File: src/rtl/core_pkg.sv
`default_nettype none
// +----------------------------------------------------------------------------+
// | Package     : core_pkg                                                     |
// | Description : Shared constants, multiply FSM state type and a small        |
// |               address helper for the hazard controller.                    |
// | Revision    : 1.0 - initial release                                        |
// +----------------------------------------------------------------------------+
package core_pkg;

  localparam int REG_ADDR_W = 5;
  localparam int NUM_REGS   = 32;
  // Wide enough for MUL_LAT-1 with MUL_LAT up to 15.
  localparam int MUL_CNT_W  = 4;

  typedef enum logic [0:0] {
    IDLE = 1'b0,
    BUSY = 1'b1
  } mul_state_e;

  // x0 is hardwired to zero and never tracked.
  function automatic logic addr_nz(input logic [REG_ADDR_W-1:0] addr);
    return addr != '0;
  endfunction

endpackage
`default_nettype wire

File: src/rtl/hazard_scoreboard.sv
`default_nettype none
// +----------------------------------------------------------------------------+
// | Module      : hazard_scoreboard                                            |
// | Description : Per-register pending/long-latency bits for x1..x31.          |
// |               One set port (issue), one clear port (writeback), two       |
// |               source read ports and a destination read port.              |
// |               Read ports return the write-first effective pending bit.    |
// | Ports       : clk_i, rsn_i            clock, sync active-low reset         |
// |               set_en_i/addr/long_i    mark register pending on issue       |
// |               clr_en_i/clr_addr_i     clear register on writeback          |
// |               rs1/rs2/rd_addr_i       read addresses                       |
// |               rs*_pend_o, rs*_long_o  effective pending / long producer    |
// |               rd_pend_o               effective pending of destination     |
// | Revision    : 1.0 - initial release                                        |
// +----------------------------------------------------------------------------+
module hazard_scoreboard
  import core_pkg::*;
(
  input  logic                  clk_i,
  input  logic                  rsn_i,
  input  logic                  set_en_i,
  input  logic [REG_ADDR_W-1:0] set_addr_i,
  input  logic                  set_long_i,
  input  logic                  clr_en_i,
  input  logic [REG_ADDR_W-1:0] clr_addr_i,
  input  logic [REG_ADDR_W-1:0] rs1_addr_i,
  input  logic [REG_ADDR_W-1:0] rs2_addr_i,
  input  logic [REG_ADDR_W-1:0] rd_addr_i,
  output logic                  rs1_pend_o,
  output logic                  rs1_long_o,
  output logic                  rs2_pend_o,
  output logic                  rs2_long_o,
  output logic                  rd_pend_o
);

  logic [NUM_REGS-1:1] pend_q, pend_d;
  logic [NUM_REGS-1:1] long_q, long_d;
  logic [NUM_REGS-1:0] eff_pend;
  logic [NUM_REGS-1:0] long_full;

  // A set in the same cycle as a clear of the same register wins: the
  // newly issued producer has not written back yet.
  always_comb begin
    pend_d = pend_q;
    long_d = long_q;
    for (int r = 1; r < NUM_REGS; r++) begin
      if (set_en_i && (set_addr_i == REG_ADDR_W'(r))) begin
        pend_d[r] = 1'b1;
        long_d[r] = set_long_i;
      end else if (clr_en_i && (clr_addr_i == REG_ADDR_W'(r))) begin
        pend_d[r] = 1'b0;
      end
    end
  end

  always_ff @(posedge clk_i) begin
    if (!rsn_i) begin
      pend_q <= '0;
      long_q <= '0;
    end else begin
      pend_q <= pend_d;
      long_q <= long_d;
    end
  end

  // Register file is write-first: a register written back this cycle is
  // already readable, so it is masked out of the hazard view.
  assign eff_pend[0] = 1'b0;
  generate
    for (genvar r = 1; r < NUM_REGS; r++) begin : g_eff
      assign eff_pend[r] = pend_q[r] & ~(clr_en_i && (clr_addr_i == REG_ADDR_W'(r)));
    end
  endgenerate

  assign long_full = {long_q, 1'b0};

  assign rs1_pend_o = eff_pend[rs1_addr_i];
  assign rs1_long_o = long_full[rs1_addr_i];
  assign rs2_pend_o = eff_pend[rs2_addr_i];
  assign rs2_long_o = long_full[rs2_addr_i];
  assign rd_pend_o  = eff_pend[rd_addr_i];

endmodule
`default_nettype wire

File: src/rtl/hazard_ctrl.sv
`default_nettype none
// +----------------------------------------------------------------------------+
// | Module      : hazard_ctrl                                                  |
// | Description : Pipeline hazard controller. Stalls decode on RAW/WAW         |
// |               hazards against in-flight writes, sequences multi-cycle     |
// |               multiplies, and turns branch resolution and data-memory     |
// |               back-pressure into kill/stall for all stage latches.        |
// | Config      : HAZARD_FWD_EN - when defined, an execute->decode bypass     |
// |               exists and only long-latency producers (load/mul) cause a   |
// |               source hazard. Undefined: any pending source stalls.        |
// | Ports       : clk_i, rsn_i           clock, sync active-low reset          |
// |               dec_*_i                decode instruction fields             |
// |               exe_branch_taken_i     taken branch/jump in execute          |
// |               mem_ready_i            data memory ready                     |
// |               wb_*_i                 writeback register write              |
// |               stall_core_o, kill_o   stage latch controls                  |
// |               mul_busy_o             multiply in progress                  |
// | Parameter   : MUL_LAT multiply latency incl. issue cycle, 2..15            |
// | Revision    : 1.0 - initial release                                        |
// +----------------------------------------------------------------------------+
module hazard_ctrl
  import core_pkg::*;
#(
  parameter int unsigned MUL_LAT = 4
) (
  input  logic                  clk_i,
  input  logic                  rsn_i,
  input  logic                  dec_valid_i,
  input  logic [REG_ADDR_W-1:0] dec_rs1_addr_i,
  input  logic                  dec_rs1_used_i,
  input  logic [REG_ADDR_W-1:0] dec_rs2_addr_i,
  input  logic                  dec_rs2_used_i,
  input  logic [REG_ADDR_W-1:0] dec_write_addr_i,
  input  logic                  dec_int_write_enable_i,
  input  logic                  dec_is_load_i,
  input  logic                  dec_is_mul_i,
  input  logic                  exe_branch_taken_i,
  input  logic                  mem_ready_i,
  input  logic [REG_ADDR_W-1:0] wb_write_addr_i,
  input  logic                  wb_int_write_enable_i,
  output logic                  stall_core_o,
  output logic                  kill_o,
  output logic                  mul_busy_o
);

  mul_state_e           state_q, state_d;
  logic [MUL_CNT_W-1:0] cnt_q, cnt_d;

  logic rs1_pend, rs1_long;
  logic rs2_pend, rs2_long;
  logic rd_pend;
  logic rs1_qual, rs2_qual;
  logic hazard;
  logic issue;
  logic sb_set_en;

  hazard_scoreboard u_scoreboard (
    .clk_i      (clk_i),
    .rsn_i      (rsn_i),
    .set_en_i   (sb_set_en),
    .set_addr_i (dec_write_addr_i),
    .set_long_i (dec_is_load_i | dec_is_mul_i),
    .clr_en_i   (wb_int_write_enable_i),
    .clr_addr_i (wb_write_addr_i),
    .rs1_addr_i (dec_rs1_addr_i),
    .rs2_addr_i (dec_rs2_addr_i),
    .rd_addr_i  (dec_write_addr_i),
    .rs1_pend_o (rs1_pend),
    .rs1_long_o (rs1_long),
    .rs2_pend_o (rs2_pend),
    .rs2_long_o (rs2_long),
    .rd_pend_o  (rd_pend)
  );

`ifdef HAZARD_FWD_EN
  // ALU results are bypassed from execute, only load/mul results are late.
  assign rs1_qual = rs1_pend & rs1_long;
  assign rs2_qual = rs2_pend & rs2_long;
`else
  assign rs1_qual = rs1_pend;
  assign rs2_qual = rs2_pend;
  logic unused_long;
  assign unused_long = rs1_long ^ rs2_long;
`endif

  assign hazard = dec_valid_i & (
                    (dec_rs1_used_i & rs1_qual) |
                    (dec_rs2_used_i & rs2_qual) |
                    (dec_int_write_enable_i & addr_nz(dec_write_addr_i) & rd_pend));

  assign mul_busy_o = (state_q == BUSY);

  // Execute holds the multiply while busy, so a branch flag there is stale.
  assign kill_o       = ~rsn_i | (exe_branch_taken_i & ~mul_busy_o);
  assign stall_core_o = ~kill_o & (hazard | mul_busy_o | ~mem_ready_i);
  assign issue        = dec_valid_i & ~stall_core_o & ~kill_o;

  assign sb_set_en = issue & dec_int_write_enable_i & addr_nz(dec_write_addr_i);

  // Multiply sequencer: cnt starts at MUL_LAT-1 and the FSM leaves BUSY
  // on the edge after cnt reaches 1, giving MUL_LAT-1 busy cycles.
  always_comb begin
    state_d = state_q;
    cnt_d   = cnt_q;
    case (state_q)
      IDLE: begin
        if (issue && dec_is_mul_i) begin
          state_d = BUSY;
          cnt_d   = MUL_CNT_W'(MUL_LAT - 1);
        end
      end
      BUSY: begin
        cnt_d = cnt_q - MUL_CNT_W'(1);
        if (cnt_q == MUL_CNT_W'(1)) begin
          state_d = IDLE;
        end
      end
      default: begin
        state_d = IDLE;
        cnt_d   = '0;
      end
    endcase
  end

  always_ff @(posedge clk_i) begin
    if (!rsn_i) begin
      state_q <= IDLE;
      cnt_q   <= '0;
    end else begin
      state_q <= state_d;
      cnt_q   <= cnt_d;
    end
  end

endmodule
`default_nettype wire

File: config.mk
export PLATFORM = sky130hd
export DESIGN_NAME = hazard_ctrl
export DESIGN_NICKNAME = d
export VERILOG_FILES = /design/src/rtl/core_pkg.sv /design/src/rtl/hazard_scoreboard.sv /design/src/rtl/hazard_ctrl.sv
export SDC_FILE = /design/constraint.sdc
export NUM_CORES = 1
export LEC_CHECK = 0
export BUFFER_PORTS_ARGS = -buffer_cell sky130_fd_sc_hd__buf_2
export CORE_MARGIN = 4
export CORE_UTILIZATION = 25
export CTS_CLUSTER_SIZE = 20
export DETAILED_ROUTE_END_ITERATION = 10
export GPL_TIMING_DRIVEN = 0
export HOLD_SLACK_MARGIN = 0.12
export SLEW_MARGIN = 10
export SYNTH_ARGS = -nofsm -noshare
export SYNTH_HDL_FRONTEND = slang
export SYNTH_SLANG_ARGS = --single-unit
export TNS_END_PERCENT = 20
File: constraint.sdc
create_clock -name clk_i -period 3.4 [get_ports clk_i]
set_input_delay 0.34 -clock clk_i [delete_from_list [all_inputs] [get_ports clk_i]]
set_output_delay 0.34 -clock clk_i [all_outputs]
set_load 0.05 [all_outputs]
==> results of run 1 <==
==> flip-flops by register name, indices dropped and copies added (netlist names) <==
name                 cells
u_scoreboard.pend_q     31
cnt_q                    4
mul_busy_o               1
==> critical path: cells and delay by family <==
family	cells	cell delay [ns]
AO/OA/AOI/OAI	4	1.15
buffers and inverters	3	0.59
multiplexers	1	0.22
AND/OR/NAND/NOR	2	0.68
==> what timing repair did <==
action | in CTS | in global routing
gates resized for setup | 1 | 5
endpoints found under the hold margin | 0 | 0
pin swaps | 0 | 0
endpoints found under the setup margin | 1 | 1
==> layout by cell type (no fill, tap or decap), types with 3 or more instances in the layout <==
cell type,count
sky130_fd_sc_hd__nor3b_1,4
sky130_fd_sc_hd__a32oi_1,3
sky130_fd_sc_hd__nand4_1,12
sky130_fd_sc_hd__inv_1,15
sky130_fd_sc_hd__o31ai_1,3
sky130_fd_sc_hd__nand4b_1,4
sky130_fd_sc_hd__o31a_1,3
sky130_fd_sc_hd__nor3_1,16
sky130_fd_sc_hd__nand4bb_1,3
sky130_fd_sc_hd__nand2b_1,9
sky130_fd_sc_hd__a311oi_1,5
sky130_fd_sc_hd__o21a_1,3
sky130_fd_sc_hd__o211ai_1,11
sky130_fd_sc_hd__a22oi_1,7
sky130_fd_sc_hd__clkbuf_1,21
sky130_fd_sc_hd__mux2_2,6
sky130_fd_sc_hd__o21ai_1,4
sky130_fd_sc_hd__o2111ai_1,7
sky130_fd_sc_hd__clkbuf_16,5
sky130_fd_sc_hd__or2_2,5
sky130_fd_sc_hd__o22ai_1,25
sky130_fd_sc_hd__nand2_1,47
sky130_fd_sc_hd__buf_2,28
sky130_fd_sc_hd__xor2_1,3
sky130_fd_sc_hd__nor2_1,21
sky130_fd_sc_hd__a21oi_1,8
sky130_fd_sc_hd__dfxtp_1,36
sky130_fd_sc_hd__o21ai_0,33
sky130_fd_sc_hd__nor4_1,4
sky130_fd_sc_hd__mux2i_1,16
sky130_fd_sc_hd__nand3_1,11
==> area by class of cell <==
type | count | area (sq um)
buffer | 31 | 140
timing repair buffer | 22 | 110
inverter | 16 | 60.1
sequential | 36 | 721
clock buffer | 7 | 153
fill | 1260 | 8030
tap | 143 | 179
multi-input combinational | 307 | 2000
clock inverter | 1 | 30.0
==> cells by family (layout without fill, tap and decap cells) <==
group                    Yosys count  after routing  synth area share [%]
buffers and inverters             47             77                  6.84
AND/OR/NAND/NOR                  148            148                  27.0
adder cells (fa/ha/maj)            2              2                 0.861
flip-flops                        36             36                  24.8
multiplexers                      23             23                  8.61
XOR/XNOR                           5              5                  1.51
AO/OA/AOI/OAI                    129            129                  30.4
==> routing by layer <==
layer	track usage, %	vias up	part of all wire (%)	routed length, um
li1	-	1560	-	-
met2	24.5	221	42	4700
met4	6.34	0	3.4	381
met1	23.7	1606	44	4930
met3	2.25	37	9.9	1100
met5	0	-	0	0
==> how the worst min path moves through the flow <==
stage / cells after the start / startpoint / slack (ns) / endpoint
2_1_floorplan: 2 / u_scoreboard.pend_q[1] / 0.48 / u_scoreboard.pend_q[1]
6_report: 3 / dec_write_addr_i[4] / 0.38 / u_scoreboard.pend_q[31]
3_5_place_dp: 2 / cnt_q[0] / 0.54 / cnt_q[0]
4_1_cts: 3 / dec_write_addr_i[4] / 0.38 / u_scoreboard.pend_q[18]
5_1_grt: 3 / dec_write_addr_i[4] / 0.41 / u_scoreboard.pend_q[18]
3_3_place_gp: 2 / cnt_q[0] / 0.52 / cnt_q[0]
==> report_power, final <==
group | switching, mW | internal [mW]
Clock | 0.180 | 0.386
Combinational | 0.140 | 0.0618
Sequential | 0.00163 | 0.424
Total | 0.321 | 0.872
==> stage by stage <==
step / TNS [ns] / utilization (%) / cell area (sq um)
CTS: 0 / 29.6 / 3380
detailed placement: -0.0533 / 28.0 / 3200
global placement: -0.0407 / 28.0 / 3200
finish: 0 / 29.7 / 3390
floorplan: 0 / - / 2910
global route: 0 / 29.7 / 3390
==> flow_metrics.tcl, run 1 <==
set metrics [dict create \
    yosysTopAreaCellShare_pct 24.8 \
    timing.critical_path.required_ns 3.06 \
    floorplan.rows 39 \
    path_clk_slew_ns 0.06 \
    maxClockFrequency_ghz 0.300 \
    fin_nets 452 \
    drcViolationCount 0 \
    crit_path_max_fanout 9 \
    synthFlopType "sky130_fd_sc_hd__dfxtp_1" \
    cts_buffers 5 \
    clock_sinks 36 \
    start_kind "primary input" \
    critPathArrivalTime_ns 2.99 \
    areaGrowthSynthToFinish_pct 16.6 \
    insertedDiodeCount 0 \
    detailedRoute.firstIterationViolations 550 \
    critical_path.reg2reg.startpoint "u_scoreboard.pend_q[13]" \
    globalRouteOverflowTotal 0 \
    powerDensity_mw_per_mm2 352 \
    detail-route-antenna-nets 0 \
    start_util_pct 25.5 \
    fin_worst_skew_ns 0.00747 \
    finalCritPeriodShare_pct 98.1 \
    period_minus_slack_ns 3.33 \
    tritoncts "built" \
    rsz0062_at_grt "false" \
    wire_per_inst_um 19.7 \
    ys_seq_elements 36 \
    finalWorstSetupSlack_ns 0.0662 \
    grt_pass1_vias 3159 \
    critical_path.startpoint "wb_write_addr_i[1]" \
    cts-root-to-sink-buffers 2 \
    drv_cap 0 \
    crit_type "in2out" \
    synth_top_cells_by_area "sky130_fd_sc_hd__dfxtp_1 (25%), sky130_fd_sc_hd__nand2_1 (6.1%), sky130_fd_sc_hd__o21ai_0 (6.0%)" \
    final_max_slew_viol_count 0 \
    critical-path-slowest-cell "sky130_fd_sc_hd__o21ai_0" \
    yosysWarnings 0 \
    antenna_found_initial 0 \
    synth_most_common_cell "sky130_fd_sc_hd__nand2_1" \
    core_region_sq_mm 0.0114 \
    routed_wirelength_um 11100 \
    worst_pin_slew_ns 0.807 \
    cp_cell_sequence "buf_2 -> or2_2 -> clkbuf_1 -> o21ai_0 -> mux2i_1 -> a2bb2oi_1 -> o221ai_1 -> nor4_4 -> a21oi_1 -> buf_2" \
    dpl_worst_slack_ns -0.0533 \
    final-instance-count-excl-fill 563 \
    regToRegSetupSlack_ns 0.99 \
    htree_levels 2 \
    post_synth_most_frequent_cells "sky130_fd_sc_hd__nand2_1 (47), sky130_fd_sc_hd__dfxtp_1 (36), sky130_fd_sc_hd__o21ai_0 (35), sky130_fd_sc_hd__o22ai_1 (25), sky130_fd_sc_hd__clkbuf_1 (22)" \
    drive_gt1_share_pct 14.8 \
    reg2reg_depth 9 \
    syn_area_sq_mm 0.00291 \
    die_footprint_sq_mm 0.0134 \
    synth-edff-count 0 \
    ctsRootBufferMaster "sky130_fd_sc_hd__clkbuf_16" \
    via_per_inst 6.08 \
    worstSetupEndpointType "output port" \
    synth_cell_types 61 \
    syn_area_per_cell_sq_um 7.45 \
    grt_start_max_net_pins 12 \
    dp.final_hpwl_um 8610 \
    grt_use_total_pct 16.4 \
    post-cts-setup-buffer-count 0 \
    worstSkewPairLatency_ns 0.28 \
    io-pin-count 34 \
    synth-async-reset-ratio_pct 0 \
    die_h_um 116 \
    synth_fp_nets 423 \
    vdd_ir_drop_max_v 0.000178 \
    crit-reg2reg-capture "u_scoreboard.pend_q[25]" \
    hp-class "in2reg" \
    critical_path.endpoint "stall_core_o" \
    finalHoldViolations 0 \
    critPathMaxStageDelay_ns 0.59 \
    total_leakage_power_nw 1.11 \
    via_count 3424 \
    grt_pass1_wl_um 17200 \
    globalplace.congestion 0.958 \
    status "finished, final reports clean" \
    holdWs_ns 0.377 \
    floorplan.die.width_um 116 \
    drt_pass1_iterations 7 \
    finalPower_mw 1.19 \
    syn_inst 390 \
    cts_hold_repair.buffers 0 \
    port-buffer-count 22 \
    synth-seq-area-share_pct 24.8 \
    setup_viol_count_final 0 \
    critical-path-top-cell-by-count "sky130_fd_sc_hd__buf_2" \
    relSlewSlack_pct 45.7 \
    place.detailed.instances 555 \
    synth_area_leader_cell "sky130_fd_sc_hd__dfxtp_1" \
]
No activity file was read; power rests on OpenSTA's default activity.
==> run 2: changes to the inputs <==
- BUFFER_PORTS_ARGS: -buffer_cell sky130_fd_sc_hd__buf_2 -> -buffer_cell sky130_fd_sc_hd__buf_4
==> run 2 against run 1 <==
  * Worst setup slack improved by 0.13 ns
  * Cell count decreased by 0.18%
  * Hold slack got worse by 0.0033 ns
  * Sequential power about the same
  * Cell area increased by 0.89%
  * Total power decreased by 6.9%
  * Maximum frequency increased by 4.1%
  * Core utilization increased by 0.26 points
  * Sequential share of layout area decreased by 0.19 points
  * Critical path type unchanged
==> flow_metrics.tcl, run 2 (synthesis gave the netlist of run 1 again) <==
set metrics [dict create \
    comb_power_share_pct 18.9 \
    critPathMaxStageDelay_ns 0.57 \
    grt_use_total_pct 16.6 \
    drv_cap 0 \
    cts_hold_repair.buffers 0 \
    crit_type "in2out" \
    drt_pass1_iterations 5 \
    most-common-layout-cells "sky130_fd_sc_hd__nand2_1 (47), sky130_fd_sc_hd__dfxtp_1 (36), sky130_fd_sc_hd__o21ai_0 (30), sky130_fd_sc_hd__o22ai_1 (25), sky130_fd_sc_hd__buf_4 (22)" \
    finalPower_mw 1.11 \
    port-buffer-count 22 \
    post_route_setup_tns_ns 0 \
    power_frac_seq_pct 38.3 \
    core_region_sq_mm 0.0114 \
    total_switching_power_mw 0.311 \
    detailedRoute.firstIterationViolations 364 \
    final-instance-count-excl-fill 562 \
    via_per_inst 6.00 \
    globalRouteOverflowTotal 0 \
    start_kind "primary input" \
    pwr-share-clk_pct 42.8 \
    wire_per_inst_um 20.1 \
    fin_nets 452 \
    tritoncts "built" \
    cts-root-to-sink-buffers 2 \
    setup_viol_count_final 0 \
    finalWorstSetupSlack_ns 0.198 \
    place.detailed.instances 555 \
    crit_path_max_fanout 10 \
    insertedDiodeCount 0 \
    start_util_pct 25.5 \
    via_count 3373 \
    power_switching_share_pct 28.0 \
    path_clk_slew_ns 0.05 \
    gr-usage-met1_pct 23.3 \
    drive_gt1_share_pct 14.8 \
    worst_pin_slew_ns 0.821 \
    clock_sinks 36 \
    mostFrequentLayoutCell "sky130_fd_sc_hd__nand2_1" \
    status "finished, final reports clean" \
    power.internal_mw 0.800 \
    finalCritPeriodShare_pct 94.2 \
    met3_usage_pct 3.50 \
    rsz0062_at_grt "false" \
    timing.critical_path.required_ns 3.06 \
    antenna_found_initial 0 \
    grt_start_max_net_pins 11 \
    holdWs_ns 0.374 \
    ctsRootBufferMaster "sky130_fd_sc_hd__clkbuf_16" \
    globalplace.congestion 0.960 \
    total_leakage_power_nw 1.12 \
    powerDensity_mw_per_mm2 325 \
    worstSetupEndpointType "output port" \
    worstSkewPairLatency_ns 0.28 \
    floorplan.rows 39 \
    vdd_ir_drop_max_v 0.000162 \
    areaGrowthSynthToFinish_pct 17.6 \
    critPathArrivalTime_ns 2.86 \
    busiest_layer "met2" \
    period_minus_slack_ns 3.20 \
    grt_pass1_vias 3196 \
    floorplan.die.width_um 116 \
    htree_levels 2 \
    grt_pass1_wl_um 17400 \
    hp-class "in2reg" \
    finalHoldViolations 0 \
    dp.final_hpwl_um 8630 \
    fin_worst_skew_ns 0.00565 \
    critical-path-slowest-cell "sky130_fd_sc_hd__o21ai_0" \
    cp_cell_sequence "buf_2 -> nand4b_1 -> o21ai_0 -> mux2_2 -> a2bb2oi_1 -> o221ai_1 -> nor4_4 -> a21oi_1 -> buf_4" \
    routed_wirelength_um 11300 \
    final_max_slew_viol_count 0 \
    globalRouteMet2Util_pct 25.0 \
    dpl_worst_slack_ns 0.0648 \
    io-pin-count 34 \
    flip_flop_count_of_the_largest_register_all_copies_and_words_added 31 \
    die_h_um 116 \
    largest_register "u_scoreboard.pend_q" \
    cts_buffers 5 \
    drcViolationCount 0 \
    detail-route-antenna-nets 0 \
    maxClockFrequency_ghz 0.312 \
    fill_cells 1275 \
    relSlewSlack_pct 44.8 \
    die_footprint_sq_mm 0.0134 \
]
run 2: critical path: cells and delay by family:
kind / cells / cell delay (ns)
AND/OR/NAND/NOR: 2 / 0.71
multiplexers: 1 / 0.30
AO/OA/AOI/OAI: 4 / 1.13
buffers and inverters: 2 / 0.37
run 2: final timing paths:
kind	cells after the start	from	slack, ns	endpoint
setup reg to reg	9	u_scoreboard.pend_q[11]	0.95	u_scoreboard.pend_q[1]
hold / removal	3	dec_write_addr_i[4]	0.37	u_scoreboard.pend_q[18]
setup / recovery	9	wb_write_addr_i[2]	0.20	stall_core_o
hold reg to reg	2	cnt_q[0]	0.54	cnt_q[0]
run 2: final cells by class:
cell class / instances / area (sq um) / share of cell area, %
plain buffers: 31 / 140 / 4.10
flip-flops and latches: 36 / 721 / 21.1
well taps: 143 / 179 / 5.23
repair buffers: 22 / 165 / 4.83
inverters: 16 / 60.1 / 1.76
multi-input cells: 307 / 2000 / 58.5
clock buffers: 7 / 153 / 4.47
run 2: stage by stage:
| stage | instance area (sq um) | util, % |
|---|---|---|
| after floorplan | 2910 | - |
| after global placement | 3250 | 28.5 |
| after detailed placement | 3250 | 28.5 |
| after CTS | 3400 | 29.8 |
| after global routing | 3420 | 29.9 |
| final | 3420 | 29.9 |
run 2: repair_timing:
action,CTS,global route
setup buffers,0,0
gates resized for setup,0,10
setup endpoints to repair,0,1
endpoints found under the hold margin,0,0
run 2: layer usage:
layer  share of wire, %  wire, um
met5                  0         0
met4                2.6       294
met3                 11      1250
met2                 43      4870
met1                 43      4870
run 2: power by group through the flow:
stage	Combinational, mW	Clock (mW)	Sequential [mW]
global route	0.225	0.495	0.426
detailed placement	0.203	0	0.435
global placement	0.200	0	0.435
finish	0.210	0.476	0.426
floorplan	0.130	0	0.435
CTS	0.204	0.479	0.426
==> run 3: changes to the inputs <==
- CORE_UTILIZATION: 25 -> 50
- PLACE_DENSITY: unset -> 0.7
==> run 3 against run 2 <==
  * Maximum frequency fell by 2.2%
  * Worst setup slack lost 0.073 ns
  * Critical path depth increased by 2
  * Sequential cell count did not move
  * Critical path type unchanged
==> flow_metrics.tcl, run 3 (synthesis gave the netlist of run 1 again) <==
set metrics [dict create \
    largest_register "u_scoreboard.pend_q" \
    post_route_setup_tns_ns 0 \
    gr-usage-met1_pct 38.9 \
    finalPower_mw 0.914 \
    reg2reg_depth 9 \
    fill_cells 572 \
    clock_sinks 36 \
    total_leakage_power_nw 1.08 \
    detail-route-antenna-nets 0 \
    mostFrequentLayoutCell "sky130_fd_sc_hd__nand2_1" \
    fin_worst_skew_ns 0.00662 \
    critPathMaxStageDelay_ns 0.50 \
    tritoncts "built" \
    via_per_inst 6.77 \
    relSlewSlack_pct 47.4 \
    grt_pass1_wl_um 16900 \
    power.internal_mw 0.632 \
    most-common-layout-cells "sky130_fd_sc_hd__nand2_1 (47), sky130_fd_sc_hd__dfxtp_1 (36), sky130_fd_sc_hd__o21ai_0 (33), sky130_fd_sc_hd__o22ai_1 (25), sky130_fd_sc_hd__clkbuf_1 (23)" \
    start_kind "primary input" \
    final-instance-count-excl-fill 491 \
    antenna_found_initial 0 \
    grt_start_max_net_pins 11 \
    worst_pin_slew_ns 0.782 \
    period_minus_slack_ns 3.28 \
    finalWorstSetupSlack_ns 0.125 \
    worstHoldPathCells 3 \
    port-buffer-count 22 \
    crit_path_max_fanout 10 \
    holdWs_ns 0.349 \
    drcViolationCount 0 \
    cts-root-to-sink-buffers 2 \
    crit_type "in2out" \
    die_footprint_sq_mm 0.00710 \
    setup_viol_count_final 0 \
    globalplace.congestion 0.984 \
    final_max_slew_viol_count 0 \
    cts_buffers 5 \
    worstSetupEndpointType "output port" \
    routed_wirelength_um 10700 \
    timing.critical_path.required_ns 3.06 \
    globalRouteMet2Util_pct 46.1 \
    place.detailed.instances 484 \
    comb_power_share_pct 22.5 \
    status "finished, final reports clean" \
    core_region_sq_mm 0.00557 \
    grt_use_total_pct 30.0 \
    path_clk_slew_ns 0.07 \
    maxClockFrequency_ghz 0.305 \
    critPathArrivalTime_ns 2.94 \
    flip_flop_count_of_the_largest_register_all_copies_and_words_added 31 \
    start_util_pct 52.1 \
    drt_pass1_iterations 5 \
    finalHoldViolations 0 \
    hp-class "in2reg" \
    wire_per_inst_um 21.7 \
    worst-path-buf-inv 4 \
    power_frac_seq_pct 46.5 \
    pwr-share-clk_pct 31.0 \
    cts_hold_repair.buffers 0 \
    timing.critical_path.max_delay_family "buffers and inverters" \
    powerDensity_mw_per_mm2 282 \
    ctsRootBufferMaster "sky130_fd_sc_hd__clkbuf_8" \
    grt_pass1_vias 3144 \
    areaGrowthSynthToFinish_pct 11.7 \
    critical-path-top-cell-by-count "sky130_fd_sc_hd__buf_4" \
    total_switching_power_mw 0.282 \
    met3_usage_pct 8.73 \
    vdd_ir_drop_max_v 0.000258 \
    cp_cell_sequence "buf_4 -> buf_2 -> nand2b_1 -> clkbuf_1 -> o21ai_1 -> a222oi_1 -> o31ai_1 -> nor3_1 -> nor4_4 -> a21oi_1 -> buf_4" \
    globalRouteOverflowTotal 0 \
    detailedRoute.firstIterationViolations 316 \
    die_h_um 84.2 \
    busiest_layer "met2" \
    io-pin-count 34 \
    multi_input_logic_area_sq_mm 0.00199 \
    insertedDiodeCount 0 \
    floorplan.die.width_um 84.2 \
    ff_latch_area_sq_um 721 \
    worstSkewPairLatency_ns 0.28 \
    drive_gt1_share_pct 13.8 \
    fin_nets 452 \
    power_switching_share_pct 30.9 \
    htree_levels 2 \
    drv_cap 0 \
    dpl_worst_slack_ns 0.129 \
    floorplan.rows 27 \
    via_count 3326 \
    rsz0062_at_grt "false" \
    dp.final_hpwl_um 8180 \
    critical_path_depth 11 \
    critical-path-slowest-cell "sky130_fd_sc_hd__clkbuf_1" \
    finalCritPeriodShare_pct 96.3 \
]
[run 3: worst register-to-register path, stage by stage (launching register included)]
cell and delay [ns]:
sky130_fd_sc_hd__dfxtp_1 0.34, sky130_fd_sc_hd__mux2i_1 0.15, sky130_fd_sc_hd__nor3b_1 0.08, sky130_fd_sc_hd__or4_1 0.42, sky130_fd_sc_hd__o21ai_0 0.12, sky130_fd_sc_hd__a311oi_1 0.17
sky130_fd_sc_hd__nor4_4 0.45, sky130_fd_sc_hd__nand2_2 0.21, sky130_fd_sc_hd__buf_6 0.20, sky130_fd_sc_hd__o22ai_1 0.14
[run 3: layer usage]
| layer | up-vias | part of all wire [%] |
|---|---|---|
| met1 | 1533 | 40 |
| met5 | - | 0 |
| met2 | 210 | 44 |
| met3 | 34 | 12 |
| met4 | 0 | 3.9 |
| li1 | 1549 | - |
[run 3: stage by stage]
step           instance area (sq um)  util, %
6_report                        3250     58.2
5_1_grt                         3250     58.2
4_1_cts                         3240     58.1
3_5_place_dp                    3160     56.7
3_3_place_gp                    3160     56.7
2_1_floorplan                   2910        -
[run 3: path summary, 6_finish.rpt]
| path | startpoint | to | slack [ns] |
|---|---|---|---|
| max | wb_write_addr_i[1] | stall_core_o | 0.12 |
| min | dec_write_addr_i[4] | u_scoreboard.pend_q[18] | 0.35 |
| max reg2reg | u_scoreboard.pend_q[11] | u_scoreboard.pend_q[10] | 1.04 |
| min reg2reg | cnt_q[0] | cnt_q[0] | 0.54 |
[run 3: power groups by stage]
stage / combinational [mW] / sequential (mW) / clock [mW]
after floorplan: 0.130 / 0.435 / 0
after global placement: 0.199 / 0.435 / 0
after detailed placement: 0.199 / 0.435 / 0
after CTS: 0.200 / 0.425 / 0.288
after global routing: 0.222 / 0.425 / 0.305
final: 0.206 / 0.425 / 0.283
[run 3: cell type report]
class	count	share of cell area, %
Clock buffer	6	2.24
Multi-Input combinational cell	307	61.4
Tap cell	72	2.78
Clock inverter	1	0.154
Timing Repair Buffer	22	5.09
Sequential cell	36	22.2
Buffer	31	4.28
Inverter	16	1.85
[run 3: timing repair]
action | CTS | global route
buffers inserted | 0 | 0
gates resized for setup | 0 | 3
setup endpoints to repair | 0 | 1
